===== src/rtl/sd_pkg.sv =====
// Shared constants and the CRC7 step function for the SD CMD line.
// Used by the response receiver; the command transmitter can reuse it.
package sd_pkg;

    localparam logic [1:0] IDLE       = 2'd0;
    localparam logic [1:0] WAIT_START = 2'd1;
    localparam logic [1:0] RECEIVE    = 2'd2;

    localparam int SHORT_LEN = 48;
    localparam int LONG_LEN  = 136;

    // x^7 + x^3 + 1 without the implicit x^7 term
    localparam logic [6:0] CRC7_POLY = 7'h09;

    function automatic logic [6:0] crc7_next(input logic [6:0] crc, input logic b);
        logic inv;
        inv = b ^ crc[6];
        return {crc[5:0], 1'b0} ^ (inv ? CRC7_POLY : 7'h00);
    endfunction

endpackage


===== src/rtl/sd_crc7_sync.sv =====
// Bit-serial CRC7 accumulator with synchronous clear.
// CLR wins over EN so a new frame always starts from zero.
module sd_crc7_sync
    import sd_pkg::*;
(
    input  logic       i_clk,
    input  logic       i_reset_n,
    input  logic       i_en,
    input  logic       i_clr,
    input  logic       i_bit,
    output logic [6:0] o_crc
);

    logic [6:0] r_crc;

    always_ff @(posedge i_clk) begin
        if (!i_reset_n)
            r_crc <= 7'h00;
        else if (i_clr)
            r_crc <= 7'h00;
        else if (i_en)
            r_crc <= crc7_next(r_crc, i_bit);
    end

    assign o_crc = r_crc;

endmodule


===== src/rtl/sd_cmd_resp_rx.sv =====
// SD CMD-line response receiver: waits for a start bit, shifts in a 48/136-bit
// response, checks CRC7 and framing, and reports the result with a DONE pulse.
module sd_cmd_resp_rx
    import sd_pkg::*;
#(
    parameter int NCR_MAX = 64,
    parameter int CNT_W   = 8
) (
    input  logic         i_clk,
    input  logic         i_reset_n,
    input  logic         i_biten,
    input  logic         i_cmdin,
    input  logic         i_start,
    input  logic         i_long,
    input  logic         i_chkcrc,
    input  logic         i_abort,
    output logic         o_busy,
    output logic         o_done,
    output logic [5:0]   o_resp_index,
    output logic [127:0] o_resp_data,
    output logic         o_crc_err,
    output logic         o_tx_err,
    output logic         o_end_err,
    output logic         o_timeout
);

    localparam logic [CNT_W-1:0] P_SHORT = CNT_W'(SHORT_LEN - 2);
    localparam logic [CNT_W-1:0] P_LONG  = CNT_W'(LONG_LEN - 2);
    localparam logic [CNT_W-1:0] P_TMO   = CNT_W'(NCR_MAX - 1);
    localparam logic [CNT_W-1:0] P_133   = CNT_W'(133);
    localparam logic [CNT_W-1:0] P_128   = CNT_W'(128);
    localparam logic [CNT_W-1:0] P_127   = CNT_W'(127);
    localparam logic [CNT_W-1:0] P_45    = CNT_W'(45);
    localparam logic [CNT_W-1:0] P_40    = CNT_W'(40);
    localparam logic [CNT_W-1:0] P_39    = CNT_W'(39);
    localparam logic [CNT_W-1:0] P_8     = CNT_W'(8);
    localparam logic [CNT_W-1:0] P_7     = CNT_W'(7);
    localparam logic [CNT_W-1:0] P_1     = CNT_W'(1);

    logic [1:0]       r_state;
    logic [CNT_W-1:0] r_cnt;     // timeout count in WAIT_START, bit position p in RECEIVE
    logic             r_long;
    logic             r_chkcrc;
    logic [6:0]       r_rxcrc;
    logic             r_done;
    logic [5:0]       r_index;
    logic [127:0]     r_data;
    logic             r_crc_err;
    logic             r_tx_err;
    logic             r_end_err;
    logic             r_timeout;

    logic             w_sample;
    logic             w_start;
    logic             w_crc_en;
    logic [6:0]       w_crc;

    assign w_sample = i_biten & ~i_abort;
    assign w_start  = i_start & ~i_abort & (r_state == IDLE);

    // Short frames cover start bit through arg; long frames only the CID/CSD body.
    always_comb begin
        w_crc_en = 1'b0;
        if (w_sample) begin
            if (r_state == WAIT_START)
                w_crc_en = ~i_cmdin & ~r_long;
            else if (r_state == RECEIVE)
                w_crc_en = (r_cnt >= P_8) & (~r_long | (r_cnt <= P_127));
        end
    end

    sd_crc7_sync u_crc (
        .i_clk     (i_clk),
        .i_reset_n (i_reset_n),
        .i_en      (w_crc_en),
        .i_clr     (w_start),
        .i_bit     (i_cmdin),
        .o_crc     (w_crc)
    );

    always_ff @(posedge i_clk) begin
        if (!i_reset_n) begin
            r_state   <= IDLE;
            r_cnt     <= '0;
            r_long    <= 1'b0;
            r_chkcrc  <= 1'b0;
            r_rxcrc   <= 7'h00;
            r_done    <= 1'b0;
            r_index   <= 6'h00;
            r_data    <= '0;
            r_crc_err <= 1'b0;
            r_tx_err  <= 1'b0;
            r_end_err <= 1'b0;
            r_timeout <= 1'b0;
        end else begin
            r_done <= 1'b0;
            if (i_abort) begin
                r_state <= IDLE;
            end else begin
                case (r_state)
                    IDLE: begin
                        if (i_start) begin
                            r_long    <= i_long;
                            r_chkcrc  <= i_chkcrc;
                            r_cnt     <= '0;
                            r_rxcrc   <= 7'h00;
                            r_index   <= 6'h00;
                            r_data    <= '0;
                            r_crc_err <= 1'b0;
                            r_tx_err  <= 1'b0;
                            r_end_err <= 1'b0;
                            r_timeout <= 1'b0;
                            r_state   <= WAIT_START;
                        end
                    end
                    WAIT_START: begin
                        if (i_biten) begin
                            if (i_cmdin) begin
                                if (r_cnt == P_TMO) begin
                                    r_timeout <= 1'b1;
                                    r_done    <= 1'b1;
                                    r_state   <= IDLE;
                                end else begin
                                    r_cnt <= r_cnt + 1'b1;
                                end
                            end else begin
                                r_cnt   <= r_long ? P_LONG : P_SHORT;
                                r_state <= RECEIVE;
                            end
                        end
                    end
                    RECEIVE: begin
                        if (i_biten) begin
                            if (r_cnt == (r_long ? P_LONG : P_SHORT))
                                r_tx_err <= i_cmdin;
                            if (r_long) begin
                                if (r_cnt <= P_133 && r_cnt >= P_128)
                                    r_index <= {r_index[4:0], i_cmdin};
                                if (r_cnt <= P_127 && r_cnt >= P_1)
                                    r_data[127:1] <= {r_data[126:1], i_cmdin};
                            end else begin
                                if (r_cnt <= P_45 && r_cnt >= P_40)
                                    r_index <= {r_index[4:0], i_cmdin};
                                if (r_cnt <= P_39 && r_cnt >= P_8)
                                    r_data[31:0] <= {r_data[30:0], i_cmdin};
                            end
                            if (r_cnt <= P_7 && r_cnt >= P_1)
                                r_rxcrc <= {r_rxcrc[5:0], i_cmdin};
                            if (r_cnt == '0) begin
                                r_end_err <= ~i_cmdin;
                                r_crc_err <= r_chkcrc & (w_crc != r_rxcrc);
                                r_done    <= 1'b1;
                                r_state   <= IDLE;
                            end else begin
                                r_cnt <= r_cnt - 1'b1;
                            end
                        end
                    end
                    default: r_state <= IDLE;
                endcase
            end
        end
    end

    assign o_busy       = (r_state != IDLE);
    assign o_done       = r_done;
    assign o_resp_index = r_index;
    assign o_resp_data  = r_data;
    assign o_crc_err    = r_crc_err;
    assign o_tx_err     = r_tx_err;
    assign o_end_err    = r_end_err;
    assign o_timeout    = r_timeout;

endmodule


===== config.mk =====
export PLATFORM = sky130hd
export DESIGN_NAME = sd_cmd_resp_rx
export DESIGN_NICKNAME = d
export VERILOG_FILES = /design/src/rtl/sd_pkg.sv /design/src/rtl/sd_crc7_sync.sv /design/src/rtl/sd_cmd_resp_rx.sv
export SDC_FILE = /design/constraint.sdc
export NUM_CORES = 1
export LEC_CHECK = 0
export CAP_MARGIN = 20
export CORE_MARGIN = 2
export CORE_UTILIZATION = 30
export CTS_BUF_LIST = sky130_fd_sc_hd__clkbuf_8
export DETAILED_ROUTE_END_ITERATION = 10
export PLACE_DENSITY = 0.56
export SLEW_MARGIN = 0
export SYNTH_ARGS = -nofsm -noshare
export SYNTH_HDL_FRONTEND = slang
export SYNTH_SLANG_ARGS = --single-unit

===== constraint.sdc =====
create_clock -name i_clk -period 2.8 [get_ports i_clk]
set_input_delay 0.84 -clock i_clk [delete_from_list [all_inputs] [get_ports i_clk]]
set_output_delay 0.84 -clock i_clk [all_outputs]
set_load 0.02 [all_outputs]

Word-level counts from Yosys, hierarchy flattened
Cells that the tools add are included.
{"block": "totals", "regBits": 165, "latch_bits": 0, "ramBits": 0, "mem_bits_ro": 0, "input_bits": 8, "out_inout_bits": 140, "wordCells": 144, "n_memories": 0}
{"block": "classes", "n_addsub": 2, "n_mul": 0, "div_mod_pow": 0, "n_lt_le_gt_ge": 9, "eq_ne": 24, "n_shift": 0, "n_mux": 57, "bitwise": 13, "n_reduce_logical": 24}
{"operator": "$mux 128", "count": 2}
{"operator": "$pmux 128 s2", "count": 1}
{"operator": "$mux 127", "count": 1}
{"operator": "$mux 96", "count": 1}
{"operator": "$mux 8", "count": 7}
{"operator": "$mux 32", "count": 1}
{"operator": "$mux 31", "count": 1}
{"operator": "$mux 6", "count": 5}
{"operator": "$reduce_and 6->1", "count": 5}
{"operator": "$pmux 8 s3", "count": 1}
{"operator": "$mux 7", "count": 3}
{"operator": "$reduce_and 5->1", "count": 4}
{"operator": "$mux 1", "count": 19}
{"operator": "$le 8x6->1 const B", "count": 2}
{"operator": "$ne 3x2->1 const B", "count": 5}
{"operator": "$ne 2x2->1 const B", "count": 7}
{"operator": "$pmux 7 s2", "count": 1}
{"operator": "$mux 2", "count": 6}
{"operator": "$ne 2x1->1 const B", "count": 6}
{"operator": "$pmux 6 s2", "count": 1}
{"operator": "$pmux 1 s2", "count": 5}
{"operator": "$add 8x1->8 const B", "count": 1}
{"operator": "$eq 8x6->1 const B", "count": 1}
{"operator": "$eq 8x8->1", "count": 1}
{"operator": "other kinds (27)", "count": 42}

Depth between registers and ports, before layout
{"block": "logic_depth", "depth_word": 6, "ltp_mapped": 10, "depth_no_buf": 7}

Hierarchy
From an unflattened synthesis, not the netlist that was laid out.
{"block": "unflattened", "cells_unflattened": 671, "area_unflattened_um2": 6292.3}
{"module": "sd_cmd_resp_rx", "instances": 1, "cells_per_inst": 643, "area_each_um2": 6005.8, "seq_area_each_um2": 3163.0}
{"module": "sd_crc7_sync", "instances": 1, "cells_per_inst": 28, "area_each_um2": 286.5, "seq_area_each_um2": 140.1}

Worst setup path after synthesis
Ideal clock, no wire load.
{"block": "synth_timing", "kind": "in2reg", "from": "input port i_start", "to": "register r_data[79], in the netlist o_resp_data[79]", "setup_time_ns": 0.134, "arrival_ns": 2.071, "required_time_ns": 2.666, "setup_slack_ns": 0.596, "stages": 7, "n_path_buf": 3, "cell_sequence": "nor2b_4 -> or4_4 -> buf_6 -> a21oi_2 -> buf_4 -> buf_4 -> o22ai_1"}
{"block": "synth_between", "elab_chain_cells": 2}
{"item": "start, declared", "line": "sd_cmd_resp_rx.sv:13", "source": "input logic i_start,"}
{"item": "$ne 2x2->1 (no source line)"}
{"item": "$reduce_and 6->1 (no source line)"}
{"item": "end signal, assigned", "line": "sd_cmd_resp_rx.sv:140", "source": "r_data[127:1] <= {r_data[126:1], i_cmdin};"}
{"item": "end, declared", "line": "sd_cmd_resp_rx.sv:47", "source": "logic [127:0] r_data;"}
No other way between the ends.
A chain may end at the register's enable or synchronous reset.

Worst setup path in the final report
{"block": "layout_timing", "from": "register r_state[1]", "to": "output port o_busy"}
{"block": "layout_between", "elab_chain_cells": 1}
{"item": "start, declared", "line": "sd_cmd_resp_rx.sv:40", "source": "logic [1:0] r_state;"}
{"item": "start signal, assigned", "line": "sd_cmd_resp_rx.sv:83", "source": "r_state <= IDLE;"}
{"item": "start signal, assigned", "line": "sd_cmd_resp_rx.sv:98", "source": "r_state <= IDLE;"}
{"item": "start signal, assigned", "line": "sd_cmd_resp_rx.sv:113", "source": "r_state <= WAIT_START;"}
{"item": "$reduce_bool 2->1", "line": "sd_cmd_resp_rx.sv:165", "source": "assign o_busy = (r_state != IDLE);"}
{"item": "end, declared", "line": "sd_cmd_resp_rx.sv:17", "source": "output logic o_busy,"}
No other way between the ends.

==> impl_results.md <==
- Status: completed
- Chip width: ~150 um
- DR WL/cell: 15.4 um
- CP Max Fanout: 8
- Max Buffers Root-to-Sink: 2
- DRC: 0
- R2R Path Start: r_cnt[0]
- Worst R2R Setup Slack: approximately 0.45 ns
- Later-pin clock latency in the skew report: 0.44 ns
- Vias in the first global route: 5399
- Ports: roughly 150
- Drt via density: about 5
- Crit end category: output pin
- Main synth FF type: dfxtp_1
- VDD IR max: between 200 and 300 uV
- Synth async-reset ratio: 0
- Post-CTS setup buffer count: 0
- Post-synth top area share: 0.497
- Area contributors post-synth: dfxtp_1, o22ai_1, nand2_1, nand4_1, o21ai_0
- Final Routed Wirelength: between 15000 and 20000 um
- Final setup fails: 0
- Mapped Nets: between 700 and 800
- Least-Margin Pin Slew: between 0.5 and 0.6 ns
- DP Cell Count: 1122
- Initial DRC count: 227
- H-Tree Depth: 4
- Worst clock skew: 0.0118 ns
- Hold Vio Cnt, Final: 0
- Post-detail-place hpwl: 11800 um
- Top-count cell post-synth: dfxtp_1
- CP Launch Type: register
- LEAKAGE: 2.90 nW
- Cells after Synth: between 700 and 800
- CP Class: register to output pin
- Post-synth cell types: 59
- Root Buffer: clkbuf_8
- Vias: 5830
- # hold bufs at CTS: 0
- CP arrival: between 1.5 and 2 ns
- Initial antenna violation count: 0
- Fill cells: approximately 2300
- Post-synth design cell area: between 6000 and 7000 um2
- Achievable Freq: ~0.42 GHz
- Die Height: between 150 and 200 um
- Post-route setup TNS: 0 ns
- R2R Path End: r_cnt[0]
- Total GRT Usage: 0.149
- Num CTS Buffers: 17
- Yosys Warn Count: 0
- Post-layout minimum cycle time: 2.37 ns
- Top post-synthesis cells by count: dfxtp_1, nand2_1, o22ai_1
- CP required: 1.96 ns
- GPL Wtd Cong: 0.811
- Total power: ~0.0044 W
- Post-synthesis sequential area ratio: 0.497
- Final nets: 877
- Post-DP Area: roughly 8300 um2
- Largest net degree at the start of global routing: about 90
- Slew margin rel.: 0.630
- Initial Util: 0.305
- Remaining Overflow, GRT: 0
- Area of the die: 23400 um2
- Pwr per Cell Area: around 510 nW/um2
- Diodes inserted: 0
- Final Non-Filler Cells: between 1000 and 1500
- Post-route clock period utilization: 0.848
- Syn_area_per_cell: approximately 9.0 um2
- Cell taking the most area after synthesis: dfxtp_1
- Crit. Startpoint: r_state[1]
- TritonCTS Sinks: 165
- Max Slew Vio Count: 0
- DRT Pass-1 Iters: 5
- Max Cap Viol: 0
- Share of layout cells above drive strength 1: 0.0893
- Tightest Hold Check Type: register to register
- Row count: between 50 and 60
- CTS tree: built
- Unrepaired setup endpoints after global routing: no
- Post-CTS resize count: 0
- Port Buffers: roughly 150
- First-pass GRT wire length: approximately 29000 um
- Post-layout util: 0.402
- CP Capture Point: o_busy
- Final ANT Viol Nets: 0
- Clk slew on worst S/H paths: approximately 0.080 ns
- #FFs+latches synth: around 170
- Cell count of the worst reg-to-reg path: 7
- Number of synthesized flops with an enable pin: 0
- Design Area, Final: slightly below 9000 um2
- Layout Area Growth over Synthesis: 31.7%
- Core box area: 21800 um2
==> worst max-delay path, stage by stage (launching register included) <==
cell and delay (ns):
dfxtp_1 0.33, inv_1 0.09, ha_1 0.36, inv_1 0.10, dlymetal6s2s_1 0.22
==> worst min-delay path by stage <==
stage | slack, ns | startpoint | to | depth (start not counted)
2_1_floorplan | 0.47 | r_state[1] | r_state[1] | 2
3_3_place_gp | 0.45 | o_resp_data[7] | o_resp_data[7] | 2
3_5_place_dp | 0.46 | o_resp_data[7] | o_resp_data[7] | 2
4_1_cts | 0.47 | o_resp_data[7] | o_resp_data[7] | 2
5_1_grt | 0.49 | o_resp_data[7] | o_resp_data[7] | 2
6_report | 0.47 | o_resp_data[1] | o_resp_data[1] | 2
==> layout by cell type, fill, tap and decap left out, types with 12 or more instances in the layout <==
cell type / Yosys / routed
buf_4: 6 / 18
clkbuf_8: 0 / 17
clkdlybuf4s50_1: 0 / 145
dfxtp_1: 165 / 165
inv_1: 12 / 12
nand2_1: 149 / 149
nand4_1: 36 / 36
nor2_1: 17 / 17
o21ai_0: 33 / 33
o22ai_1: 107 / 107
==> flip-flops by register name, indices dropped and copies added, names as in the netlist <==
name	count
r_cnt	8
u_crc.o_crc	7
o_crc_err	1
o_timeout	1
o_resp_data	128
r_long	1
r_rxcrc	7
o_end_err	1
o_tx_err	1
o_resp_index	6
r_chkcrc	1
r_state	2
o_done	1
==> kinds of logic after synthesis <==
kind of cell               share of synthesized area
and+or+nand+nor                                0.185
adders and majority gates                     0.0151
buffers and inverters                         0.0665
DFF                                            0.497
muxes                                         0.0166
xor gates and xnor gates                      0.0132
AOI/OAI and AO/OA                              0.207
==> where the power goes <==
| group | switching [W] | internal (W) | total (W) |
|---|---|---|---|
| combinational | 0.000174 | 0.0000806 | 0.000254 |
| clock | 0.000929 | 0.000892 | 0.00182 |
| sequential | 0.00000600 | 0.00235 | 0.00235 |
| total | 0.00111 | 0.00332 | 0.00443 |
==> per-stage QoR <==
| step | hold slack [ns] | setup WS (ns) |
|---|---|---|
| 5_1_grt | 0.491 | 0.224 |
| 3_5_place_dp | 0.458 | -0.00248 |
| 4_1_cts | 0.472 | 0.00961 |
| 2_1_floorplan | 0.466 | 0.596 |
| 3_3_place_gp | 0.453 | 0.0180 |
| 6_report | 0.468 | 0.426 |
==> per-layer routing <==
metal / routed length (um) / global-route usage / vias up
li1: - / - / 2922
met1: 8330 / 0.199 / 2759
met2: 8030 / 0.229 / 142
met3: 1350 / 0.0610 / 7
met4: 102 / 0.0313 / 0
met5: 0 / 0 / -
==> final cells by class <==
type,count,area [um2],share of cell area
sequential,165,3300,0.378
timing repair buffer,171,1730,0.198
inverter,12,45.0,0.00515
clock buffer,17,234,0.0267
clock inverter,14,173,0.0197
multi-input combinational,494,2910,0.333
tap,280,350,0.0400
Power figures use the tool's default switching activity.
